**src/rtl/multicycle_control_unit_pkg.sv**
```systemverilog
// Shared encodings for the multi-cycle RV32I control path: FSM states,
// major opcodes and the select codes seen by the ALU, immediate extender
// and result/operand muxes in the datapath.
package control_pkg;

  typedef enum logic [2:0] {
    S_FETCH,
    S_DECODE,
    S_EXEC,
    S_MEM,
    S_WB,
    S_BRANCH,
    S_JUMP,
    S_TRAP
  } state_t;

  // Major opcodes (instr[6:0]) understood by the control unit
  localparam logic [6:0] OP_LOAD   = 7'b0000011;
  localparam logic [6:0] OP_STORE  = 7'b0100011;
  localparam logic [6:0] OP_IALU   = 7'b0010011;
  localparam logic [6:0] OP_R      = 7'b0110011;
  localparam logic [6:0] OP_LUI    = 7'b0110111;
  localparam logic [6:0] OP_BRANCH = 7'b1100011;
  localparam logic [6:0] OP_JAL    = 7'b1101111;

  // ALU operation codes
  localparam logic [2:0] ALU_ADD = 3'b000;
  localparam logic [2:0] ALU_SUB = 3'b001;
  localparam logic [2:0] ALU_AND = 3'b010;
  localparam logic [2:0] ALU_OR  = 3'b011;
  localparam logic [2:0] ALU_XOR = 3'b100;
  localparam logic [2:0] ALU_SLT = 3'b101;
  localparam logic [2:0] ALU_SLL = 3'b110;
  localparam logic [2:0] ALU_SRL = 3'b111;

  // Immediate formats for the extender
  localparam logic [2:0] IMM_I = 3'b000;
  localparam logic [2:0] IMM_S = 3'b001;
  localparam logic [2:0] IMM_B = 3'b010;
  localparam logic [2:0] IMM_J = 3'b011;
  localparam logic [2:0] IMM_U = 3'b100;

  // Register-file write-back source
  localparam logic [1:0] RES_ALU = 2'd0;
  localparam logic [1:0] RES_MEM = 2'd1;
  localparam logic [1:0] RES_PC4 = 2'd2;
  localparam logic [1:0] RES_IMM = 2'd3;

  // ALU operand B source
  localparam logic [1:0] SRCB_RS2  = 2'd0;
  localparam logic [1:0] SRCB_IMM  = 2'd1;
  localparam logic [1:0] SRCB_FOUR = 2'd2;

  // Opcodes that flow through the EXEC state
  function automatic logic is_exec_op(input logic [6:0] op);
    return (op == OP_LOAD) || (op == OP_STORE) || (op == OP_IALU) ||
           (op == OP_R) || (op == OP_LUI);
  endfunction

  // Immediate format implied by an opcode; R-type has none, I is harmless
  function automatic logic [2:0] imm_type_of(input logic [6:0] op);
    logic [2:0] t;
    case (op)
      OP_STORE:  t = IMM_S;
      OP_BRANCH: t = IMM_B;
      OP_JAL:    t = IMM_J;
      OP_LUI:    t = IMM_U;
      default:   t = IMM_I;
    endcase
    return t;
  endfunction

endpackage

```
**src/rtl/multicycle_control_unit_alu_decoder.sv**
```systemverilog
// Combinational ALU operation decode from opcode, funct3 and funct7[5].
// SRA folds onto SRL and SLTU onto SLT since the ALU lacks them.
module alu_decoder
  import control_pkg::*;
(
  input  logic [6:0] opcode,
  input  logic [2:0] funct3,
  input  logic       funct7_5,
  output logic [2:0] alu_ctrl
);

  // Address generation and LUI use ADD, branches compare by SUB, else funct3
  always_comb begin
    alu_ctrl = ALU_ADD;
    if (opcode == OP_BRANCH) begin
      alu_ctrl = ALU_SUB;
    end else if ((opcode == OP_R) || (opcode == OP_IALU)) begin
      case (funct3)
        3'b000:  alu_ctrl = ((opcode == OP_R) && funct7_5) ? ALU_SUB : ALU_ADD;
        3'b001:  alu_ctrl = ALU_SLL;
        3'b010:  alu_ctrl = ALU_SLT;
        3'b011:  alu_ctrl = ALU_SLT;
        3'b100:  alu_ctrl = ALU_XOR;
        3'b101:  alu_ctrl = ALU_SRL;
        3'b110:  alu_ctrl = ALU_OR;
        3'b111:  alu_ctrl = ALU_AND;
        default: alu_ctrl = ALU_ADD;
      endcase
    end
  end

endmodule

```
**src/rtl/multicycle_control_unit.sv**
```systemverilog
// Multi-cycle RV32I control unit: sequences fetch/decode/execute/memory/
// writeback over a shared req/ready memory port, drives datapath selects,
// flags illegal instructions (sticky) and counts retired instructions.
module multicycle_control_unit
  import control_pkg::*;
#(
  parameter int DATA_WIDTH   = 32,
  parameter int CNT_WIDTH    = 32,
  parameter int ALU_OP_WIDTH = 3
) (
  input  logic                    clk,
  input  logic                    rst,
  input  logic [DATA_WIDTH-1:0]   instr,
  input  logic                    eq,
  input  logic                    mem_ready,
  output logic                    mem_req,
  output logic                    mem_we,
  output logic                    adr_src,
  output logic                    ir_write,
  output logic                    pc_write,
  output logic                    pc_src,
  output logic                    reg_write,
  output logic [1:0]              alu_src_b,
  output logic [ALU_OP_WIDTH-1:0] alu_ctrl,
  output logic [2:0]              imm_src,
  output logic [1:0]              result_src,
  output logic                    illegal,
  output logic [CNT_WIDTH-1:0]    retired
);

  state_t               state_reg;
  logic                 illegal_reg;
  logic [CNT_WIDTH-1:0] retired_reg;

  logic [6:0] opcode;
  logic [2:0] funct3;
  logic       funct7_5;
  logic       is_load;
  logic       is_store;
  logic       is_r;
  logic       is_lui;
  logic       branch_ok;
  logic       branch_taken;
  logic [2:0] alu_op;
  logic [2:0] alu_sel;
  logic [2:0] imm_type;

  // Instruction fields not needed for control
  logic unused_instr_bits;
  assign unused_instr_bits = ^{instr[31], instr[29:15], instr[11:7]};

  assign opcode   = instr[6:0];
  assign funct3   = instr[14:12];
  assign funct7_5 = instr[30];

  assign is_load  = (opcode == OP_LOAD);
  assign is_store = (opcode == OP_STORE);
  assign is_r     = (opcode == OP_R);
  assign is_lui   = (opcode == OP_LUI);
  assign imm_type = imm_type_of(opcode);

  // Only BEQ and BNE are implemented; other branch conditions trap
  assign branch_ok    = (funct3 == 3'b000) || (funct3 == 3'b001);
  assign branch_taken = (funct3 == 3'b000) ? eq : !eq;

  alu_decoder u_alu_decoder (
    .opcode   (opcode),
    .funct3   (funct3),
    .funct7_5 (funct7_5),
    .alu_ctrl (alu_op)
  );

  // State sequencing plus the sticky illegal flag and retire counter
  always_ff @(posedge clk) begin
    if (rst) begin
      state_reg   <= S_FETCH;
      illegal_reg <= 1'b0;
      retired_reg <= '0;
    end else begin
      case (state_reg)
        S_FETCH: begin
          if (mem_ready) begin
            state_reg <= S_DECODE;
          end
        end
        S_DECODE: begin
          if (is_exec_op(opcode)) begin
            state_reg <= S_EXEC;
          end else if (opcode == OP_BRANCH) begin
            state_reg <= S_BRANCH;
          end else if (opcode == OP_JAL) begin
            state_reg <= S_JUMP;
          end else begin
            state_reg   <= S_TRAP;
            illegal_reg <= 1'b1;
          end
        end
        S_EXEC: begin
          if (is_load || is_store) begin
            state_reg <= S_MEM;
          end else begin
            state_reg <= S_WB;
          end
        end
        S_MEM: begin
          if (mem_ready) begin
            if (is_store) begin
              state_reg   <= S_FETCH;
              retired_reg <= retired_reg + CNT_WIDTH'(1);
            end else begin
              state_reg <= S_WB;
            end
          end
        end
        S_WB: begin
          state_reg   <= S_FETCH;
          retired_reg <= retired_reg + CNT_WIDTH'(1);
        end
        S_BRANCH: begin
          if (branch_ok) begin
            state_reg   <= S_FETCH;
            retired_reg <= retired_reg + CNT_WIDTH'(1);
          end else begin
            state_reg   <= S_TRAP;
            illegal_reg <= 1'b1;
          end
        end
        S_JUMP: begin
          state_reg   <= S_FETCH;
          retired_reg <= retired_reg + CNT_WIDTH'(1);
        end
        S_TRAP: begin
          state_reg <= S_TRAP;
        end
        default: begin
          state_reg <= S_FETCH;
        end
      endcase
    end
  end

  // Datapath controls from the current state and decoded instruction;
  // only the fetch-phase register enables look at mem_ready directly
  always_comb begin
    mem_req    = 1'b0;
    mem_we     = 1'b0;
    adr_src    = 1'b0;
    ir_write   = 1'b0;
    pc_write   = 1'b0;
    pc_src     = 1'b0;
    reg_write  = 1'b0;
    alu_src_b  = SRCB_RS2;
    alu_sel    = ALU_ADD;
    imm_src    = IMM_I;
    result_src = RES_ALU;
    case (state_reg)
      S_FETCH: begin
        mem_req   = 1'b1;
        ir_write  = mem_ready;
        pc_write  = mem_ready;
        alu_src_b = SRCB_FOUR;
      end
      S_DECODE: begin
      end
      S_EXEC: begin
        alu_src_b = is_r ? SRCB_RS2 : SRCB_IMM;
        alu_sel   = alu_op;
        imm_src   = imm_type;
      end
      S_MEM: begin
        mem_req   = 1'b1;
        adr_src   = 1'b1;
        mem_we    = is_store;
        alu_src_b = SRCB_IMM;
        alu_sel   = alu_op;
        imm_src   = imm_type;
      end
      S_WB: begin
        reg_write = 1'b1;
        imm_src   = imm_type;
        if (is_load) begin
          result_src = RES_MEM;
        end else if (is_lui) begin
          result_src = RES_IMM;
        end else begin
          result_src = RES_ALU;
        end
      end
      S_BRANCH: begin
        alu_sel   = ALU_SUB;
        alu_src_b = SRCB_RS2;
        imm_src   = IMM_B;
        pc_src    = 1'b1;
        pc_write  = branch_ok && branch_taken;
      end
      S_JUMP: begin
        imm_src    = IMM_J;
        pc_src     = 1'b1;
        pc_write   = 1'b1;
        reg_write  = 1'b1;
        result_src = RES_PC4;
      end
      S_TRAP: begin
      end
      default: begin
      end
    endcase
  end

  assign alu_ctrl = ALU_OP_WIDTH'(alu_sel);
  assign illegal  = illegal_reg;
  assign retired  = retired_reg;

endmodule
```
**config.mk**
```make
export PLATFORM = sky130hd
export DESIGN_NAME = multicycle_control_unit
export DESIGN_NICKNAME = d
export VERILOG_FILES = /design/src/rtl/multicycle_control_unit_pkg.sv /design/src/rtl/multicycle_control_unit_alu_decoder.sv /design/src/rtl/multicycle_control_unit.sv
export SDC_FILE = /design/constraint.sdc
export NUM_CORES = 1
export LEC_CHECK = 0
export ABC_AREA = 1
export CORE_MARGIN = 2
export CORE_UTILIZATION = 47
export DETAILED_ROUTE_END_ITERATION = 12
export MAX_ROUTING_LAYER = met4
export PLACE_DENSITY_LB_ADDON = 0.3
export SYNTH_ARGS = -nofsm -noshare
export SYNTH_HDL_FRONTEND = slang
export SYNTH_HIERARCHICAL = 1
export SYNTH_SLANG_ARGS = --single-unit
export TNS_END_PERCENT = 100
```
**constraint.sdc**
```tcl
create_clock -name clk -period 2.2 [get_ports clk]
set_clock_uncertainty 0.2 [all_clocks]
set_input_delay 0.55 -clock clk [delete_from_list [all_inputs] [get_ports clk]]
set_output_delay 0.55 -clock clk [all_outputs]
set_load 0.02 [all_outputs]
```
; ---- Word level (Yosys, flattened, before mapping)
; Index checks and enable logic that the tools add are counted.
[op_classes]
eq_ne = 29
n_reduce_logical = 22
n_lt_le_gt_ge = 0
n_shift = 0
div_mod_pow = 0
n_mux = 38
bitwise = 0
mul = 0
add_sub_neg = 1
[ops]
columns = op, n
row1 = two-way mux 32 bit, 3
row2 = one-hot mux 32 bit (3 select lines), 1
row3 = one-hot mux 3 bit (7 select lines), 2
row4 = "adder 32 x 1 -> 32 bit, second input constant", 1
row5 = "== test 3 bit, second input constant", 8
row6 = two-way mux 3 bit, 8
row7 = "== test 7 x 6 -> 1 bit, second input constant", 3
row8 = "!= test 2 bit, second input constant", 8
row9 = "== test 7 bit, second input constant", 2
row10 = two-way mux 1 bit, 14
row11 = "== test 3 x 2 -> 1 bit, second input constant", 4
row12 = one-hot mux 3 bit (4 select lines), 1
row13 = OR reduction 2 bit, 5
row14 = one-hot mux 3 bit (3 select lines), 1
row15 = "== test 7 x 2 -> 1 bit, second input constant", 1
row16 = "== test 7 x 5 -> 1 bit, second input constant", 1
row17 = "== test 3 x 1 -> 1 bit, second input constant", 2
row18 = logical NOT 3 bit, 2
row19 = logical OR 1 bit, 6
row20 = two-way mux 2 bit, 3
row21 = one-hot mux 2 bit (3 select lines), 1
row22 = one-hot mux 3 bit (2 select lines), 1
row23 = AND reduction 5 bit, 1
row24 = one-hot mux 2 bit (2 select lines), 1
row25 = 9 further kinds, 10
[totals]
wordCells = 93
in_bits = 36
ram_bits = 0
output_inout_bits = 50
ff_bits = 36
rom_bits = 0
mem_count = 0
latchBits = 0

; ---- Depth between registers and ports, before layout
; Gate-level depths: netlist of the first run.
[logic_depth]
depth_word = 7
mapped_depth = 11
depth_no_buf = 10

; ---- Modules after synthesis
; Netlist of the first run, hierarchy kept.
[by_module_without_submodules]
columns = module, seq_area_each_um2, area_each_um2, cells_each, n_inst
row1 = multicycle_control_unit, 720.7, 2632.5, 443, 1
row2 = alu_decoder, 0.0, 102.6, 23, 1

; ---- Worst setup path before layout of the first run
; OpenSTA, ideal clock, no wires.
[synth_path]
kind = input -> output
from = input instr[14]
to = output pc_write
required_time_ps = 1450
t_arrival_ps = 1597
cell_stages = 3
setup_slack_ps = -147
path_cell_list = nor2_1 > inv_1 > o311ai_0
[synth_between]
elab_chain_len = 4
word_cells_on_any_way = 6
cone_classes = eq/ne (1) / mux (2) / reduce/logical (3)
[synth_rtl]
columns = element, line
row1 = start: declaration, multicycle_control_unit.sv:13  ; input logic [DATA_WIDTH-1:0] instr,
row2 = == test 3 x 1 -> 1 bit or logical NOT 3 bit (tied branches), "multicycle_control_unit.sv:63, multicycle_control_unit.sv:64"
row3 = logical OR 1 bit or two-way mux 1 bit (tied branches), "multicycle_control_unit.sv:63, multicycle_control_unit.sv:64"
row4 = logical AND 1 bit *, multicycle_control_unit.sv:194  ; pc_write = branch_ok && branch_taken;
row5 = one-hot mux 1 bit (3 select lines) *, multicycle_control_unit.sv:156  ; case (state_reg)
row6 = end: declaration, multicycle_control_unit.sv:20  ; output logic pc_write,
; Every way passes the cells marked *; elsewhere a longest branch is shown, timed or not.

; ---- Worst setup path after layout of the first run
[layout_path]
from = input instr[3]
to = output result_src[0]
[layout_between]
elab_chain_len = 4
word_cells_on_any_way = 5
cone_classes = eq/ne (2) / mux (3)
[layout_rtl]
columns = element, line
row1 = == test 7 x 6 -> 1 bit, multicycle_control_unit.sv:59  ; assign is_lui = (opcode == OP_LUI);
row2 = two-way mux 2 bit, multicycle_control_unit.sv:183  ; end else if (is_lui) begin
row3 = two-way mux 2 bit *, multicycle_control_unit.sv:181  ; if (is_load) begin
row4 = one-hot mux 2 bit (2 select lines) *, multicycle_control_unit.sv:156
row5 = end: declaration, multicycle_control_unit.sv:26  ; output logic [1:0] result_src,
; Marked as above.

==> flow_summary.yaml, run 1 <==
worst_hold_path:
  hp-class: "flip-flop to flip-flop"
timing:
  period_minus_slack_ns: 2.24
  rsz0062_at_grt: "true"
  finalHoldViolations: 0
  layout_worst_path_cycle_share: 1.02
  slew_headroom: 0.651
  tns_ns: -0.0632
  fmax_ghz: 0.446
  postLayoutSetupSlackWorst_ns: -0.0409
  setup_viol: 2
  report.final.slew_viol_count: 0
  tightest_slew_ns: 0.523
synth:
  synthAdderAreaFrac: 0.00457
  synth_top_family_by_area: "simple AND/OR/NAND/NOR gates"
  synth_edf_count: 0
  ys_seq_area_frac: 0.263
  syn_nets: 503
  ys_seq_elements: 36
  synthSimpleGateAreaFrac: 0.509
  yosysWarningCount: 6
  synth_compound_area_frac: 0.0837
  synthesis.area_um2: 2740
  yosys.area_share.xor_xnor: 0.0352
  ys_async_sr_fraction: 0
  yosysUniqueCellTypes: 33
  synthCells: 466
  syn_area_per_cell_um2: 5.87
  synth-main-ff-cell: "dfxtp_1"
  synthMuxAreaShare: 0
grt:
  grt_pass1_vias: 3022
  antenna_found_initial: 0
  grt_start_max_net_pins: 24
  grt_overflow: 0
  grt_pass1_wl_um: 13300
  grt_usage: 0.264
finish:
  nets: 614
  multiInputGateArea_um2: 1860
  largest_reg_flops: 32
  drive_above_1_share: 0.268
  antenna_cells: 0
  seq_area_um2: 723
  final_cell_mix: "nand2_1 (151), nor2_1 (75), buf_4 (51)"
  fill_cells: 479
  final_common_cell: "nand2_1"
  syn_to_final_growth_pct: 43.6
floorplan:
  die_w_um: 80.3
  die_y_um: 80.3
  die_area_um2: 6450
  ios: 86
  rows: 27
  core_um2: 5570
  start_util: 0.491
worst_setup_path:
  cp_cell_sequence: "buf_8, nor2_4, nand2_4, nor2_4, nand2_2, o31ai_2, buf_4"
  crit_end: "result_src[0]"
  crit_type: "input pin to output port"
  r2r-start: "state_reg[1]"
  worstSetupEndpointType: "output port"
  path_common_cell: "nor2_4"
  r2r_cells: 11
  r2r_setup_slack_ns: 0.28
  crit_path_max_incr_delay_ns: 0.24
  rr_endpoint: "retired[10]"
  critPathMaxFanout: 4
  critPathLaunch: "instr[3]"
  crit_family: "simple AND/OR/NAND/NOR gates"
  cp.required_ns: 1.45
  cp.depth: 7
  path_buf_inv: 2
  worstPathArrival_ns: 1.49
  worstSetupStartpointType: "input pin"
  cpMaxStageDelayCell: "o31ai_2"
flow_run:
  max_cap_violations: 0
cts:
  numCtsBuffers: 5
  clkSinkCount: 36
  htreeDepth: 2
  cts_tree: "yes"
  path_clk_slew_ns: 0.08
  clock_latency_ns: 0.29
  root_buffer: "clkbuf_8"
  cts.path.max_buffers: 2
routing:
  drc: 0
  ant_nets: 0
  wirelength_um: 8150
  route.vias.total: 3303
  first_iter_violations: 206
  vias_per_cell: 5.08
  drt_first_pass_iters: 5
  wire_per_inst_um: 12.5
pwr:
  p_leak_uw: 0.00161
  power.density_nw_per_um2: 434
  vdd_drop_max_mv: 0.293
  power_uw: 1700
run_status:
  violations: "setup timing"
  status: "complete, but fails checks"
placed_design:
  io_buffers: 64
  gp_congestion: 0.985
  dp_hpwl_um: 5900
## tightest hold or removal path: stages, from the launching register on
cell and delay, ns:
dfxtp_1 0.35, nand2_1 0.07, a21oi_1 0.05
## layer usage
layer,GRT usage,share of wire
met5,-,0
met4,0.0678,0.012
met3,0.0337,0.052
met2,0.466,0.49
met1,0.319,0.44
## layout make-up
class	instances	area share
Clock buffer	7	0.0194
Clock inverter	1	0.00223
Sequential cell	36	0.184
Tap cell	72	0.0229
Multi-Input combinational cell	368	0.473
Inverter	53	0.0532
Timing Repair Buffer	113	0.245
## report_power, final
group,switching (uW),internal (uW)
clock,250,227
sequential,16.2,669
combinational,312,231
total,577,1130
## cells in the mapped netlist (all sizes together) (5+ instances only)
cell type	number	area [um2]
nor2	96	404
xnor2	5	43.8
buf	7	73.8
inv	52	200
nand4	9	56.3
o21ai	6	30.0
dfxtp	36	721
a21oi	26	175
nand3	35	195
nand2	170	668
nor3	7	40.0
xor2	6	52.6
## per-stage QoR
| stage | cells | area (um2) | worst slack (ns) | util | hold WS (ns) |
|---|---|---|---|---|---|
| after floorplan | 466 | 2740 | 0.0990 | - | 0.364 |
| after global routing | 650 | 3930 | -0.111 | 0.705 | 0.328 |
| after detailed placement | 628 | 3660 | -0.896 | 0.657 | 0.300 |
| after global placement | 628 | 3660 | -0.878 | 0.657 | 0.287 |
| after CTS | 648 | 3880 | -0.0215 | 0.696 | 0.315 |
| final | 650 | 3930 | -0.0409 | 0.705 | 0.313 |
## worst min-delay path by stage
stage | end | startpoint | slack (ns) | cells past startpoint
floorplan | retired[0] | retired[0] | 0.36 | 1
global placement | retired[31] | retired[31] | 0.29 | 2
detailed placement | retired[31] | retired[31] | 0.30 | 2
CTS | retired[31] | retired[31] | 0.32 | 2
global route | retired[31] | retired[31] | 0.33 | 2
finish | retired[30] | retired[30] | 0.31 | 2
## timing repair
action / 4_1_cts / 5_1_grt
setup buffers: 12 / 2
hold buffers: 0 / 0
setup endpoints to repair: 21 / 20
pin swaps: 23 / 14
hold endpoints to repair: 0 / 0
resized for setup: 142 / 35
## kinds of logic after synthesis
family / count (synthesis)
xor+xnor: 11
compound gates: 35
flops: 36
simple gates: 321
fa+ha+maj: 1
buf+inv: 62
(Power assumes the default switching activity.)
==> run 2, diff against run 1 <==
--- a/config.mk
+++ b/config.mk
@@ -7,8 +7,9 @@
 export LEC_CHECK = 0
 export ABC_AREA = 1
 export CORE_MARGIN = 2
-export CORE_UTILIZATION = 47
+export CORE_UTILIZATION = 50
 export DETAILED_ROUTE_END_ITERATION = 12
+export GPL_TIMING_DRIVEN = 0
 export MAX_ROUTING_LAYER = met4
 export PLACE_DENSITY_LB_ADDON = 0.3
 export SYNTH_ARGS = -nofsm -noshare
==> constraint.sdc (replaced) <==
create_clock -name clk -period 2.8 [get_ports clk]
set_clock_uncertainty 0.2 [all_clocks]
set_input_delay 0.7 -clock clk [delete_from_list [all_inputs] [get_ports clk]]
set_output_delay 0.7 -clock clk [all_outputs]
set_load 0.02 [all_outputs]
==> flow_summary.yaml, run 2 (synthesis gave the netlist of run 1 again) <==
grt:
  grt_pass1_vias: 2824
  met1_usage: 0.326
  grt_usage: 0.261
  grt_use_met3: 0.0419
  grt_use_met2: 0.431
  grt_overflow: 0
  grt_start_max_net_pins: 11
  top_usage_layer: "met2"
  antenna_found_initial: 0
  grt_pass1_wl_um: 12600
cts:
  cts_tree: "yes"
  path_clk_slew_ns: 0.07
  htreeDepth: 2
  root_buffer: "clkbuf_8"
  clkSinkCount: 36
  numCtsBuffers: 5
  cts.path.max_buffers: 2
  clock_latency_ns: 0.29
floorplan:
  die_area_um2: 6080
  die_w_um: 78.0
  rows: 26
  start_util: 0.525
  ios: 86
  core_um2: 5200
  die_y_um: 78.0
finish:
  largest_reg_flops: 32
  final_common_cell: "nand2_1"
  fill_cells: 491
  multiInputGateArea_um2: 1770
  antenna_cells: 0
  seq_area_um2: 721
  final_cell_mix: "nand2_1 (156), nor2_1 (82), inv_1 (47)"
  drive_above_1_share: 0.148
  nets: 578
  syn_to_final_growth_pct: 31.1
timing:
  period_minus_slack_ns: 2.74
  setup_viol: 0
  holdWs_ns: 0.300
  finalHoldViolations: 0
  rsz0062_at_grt: "true"
  tightest_slew_ns: 0.744
  slew_headroom: 0.504
  fmax_ghz: 0.365
  report.final.slew_viol_count: 0
  postLayoutSetupSlackWorst_ns: 0.0621
  layout_worst_path_cycle_share: 0.978
worst_setup_path:
  crit_path_max_incr_delay_ns: 0.29
  crit_type: "input pin to output port"
  critPathMaxFanout: 4
  worstPathArrival_ns: 1.84
  crit_family: "buffers and inverters"
  path_common_cell: "nor2_4"
  cp.required_ns: 1.90
  worstSetupStartpointType: "input pin"
  cpMaxStageDelayCell: "dlygate4sd2_1"
  cp_cell_sequence: "dlygate4sd2_1, nor2_4, nand2_4, nor2_4, nand2_2, o31ai_1, buf_4"
  path_buf_inv: 2
  worstSetupEndpointType: "output port"
routing:
  ant_nets: 0
  drc: 0
  route.vias.total: 3104
  first_iter_violations: 169
  vias_per_cell: 5.08
  wirelength_um: 7410
  wire_per_inst_um: 12.1
  drt_first_pass_iters: 5
worst_hold_path:
  hp-class: "flip-flop to flip-flop"
pwr:
  p_leak_uw: 0.00138
  vdd_drop_max_mv: 0.242
  power.density_nw_per_um2: 344
flow_run:
  max_cap_violations: 0
placed_design:
  gp_congestion: 0.981
  io_buffers: 64
  dp_hpwl_um: 5790
  pre_cts_ws_ns: -0.688
run_status:
  status: "finished clean"
run 2: cell types whose count changed in the layout (fill, tap and decap cells not counted), moves of 3 or more:
| cell | change |
|---|---|
| buf_6 | -4 |
| clkdlybuf4s50_1 | +9 |
| inv_1 | +3 |
| buf_2 | -7 |
| nor2_1 | +7 |
| dlygate4sd2_1 | +6 |
| nor2_4 | -6 |
| nand2_1 | +5 |
| buf_4 | -43 |
| nand2_2 | -5 |
run 2: worst min-delay path, cell delays in order, from the launching register on:
cell and delay, ns:
dfxtp_1 0.34, nand2_2 0.08, a21oi_2 0.04
run 2: report_power, final:
part           switching [uW]  internal [uW]
Sequential               14.1            525
Combinational             206            128
Clock                     189            169
run 2: final timing paths:
path,startpoint,to,slack (ns),cells after the start
max reg2reg,retired[0],retired[26],0.74,8
min reg2reg,retired[31],retired[31],0.30,2
max,instr[3],result_src[0],0.06,7
min,retired[31],retired[31],0.30,2
run 2: stage by stage:
stage               TNS, ns  utilization  power [uW]  cells  area [um2]
finish                    0        0.689        1230    611        3580
global route        -0.0365        0.689        1290    611        3580
CTS                       0        0.683        1230    610        3560
detailed placement    -5.74        0.665         887    600        3460
global placement      -5.42        0.665         881    600        3460
floorplan                 0            -         759    466        2740
run 2: what timing repair did:
action,CTS,global route
buffers inserted,3,1
setup endpoints to repair,12,13
hold buffers,0,0
gates resized for setup,62,11
gates cloned,0,0
pin swaps,10,3
run 2: cell type report:
cell class              instances  area share
multi-input cells             368       0.495
flip-flops and latches         36       0.201
repair buffers                 68       0.179
inverters                      53      0.0569
well taps                      70      0.0244
plain buffers                   9      0.0227
clock buffers                   6      0.0202
clock inverters                 1     0.00140
run 2: metal layers:
layer | wire length (um) | up-vias
met5 | 0 | -
met4 | 141 | 0
met3 | 463 | 15
met2 | 3540 | 106
met1 | 3260 | 1374
li1 | - | 1609
==> run 3, diff against run 2 <==
--- a/config.mk
+++ b/config.mk
@@ -6,6 +6,7 @@
 export NUM_CORES = 1
 export LEC_CHECK = 0
 export ABC_AREA = 1
+export ABC_CLOCK_PERIOD_IN_PS = 2800
 export CORE_MARGIN = 2
 export CORE_UTILIZATION = 50
 export DETAILED_ROUTE_END_ITERATION = 12
==> results of run 3 <==
Same layout as run 2: the final DEF is identical, and so are final timing and power.
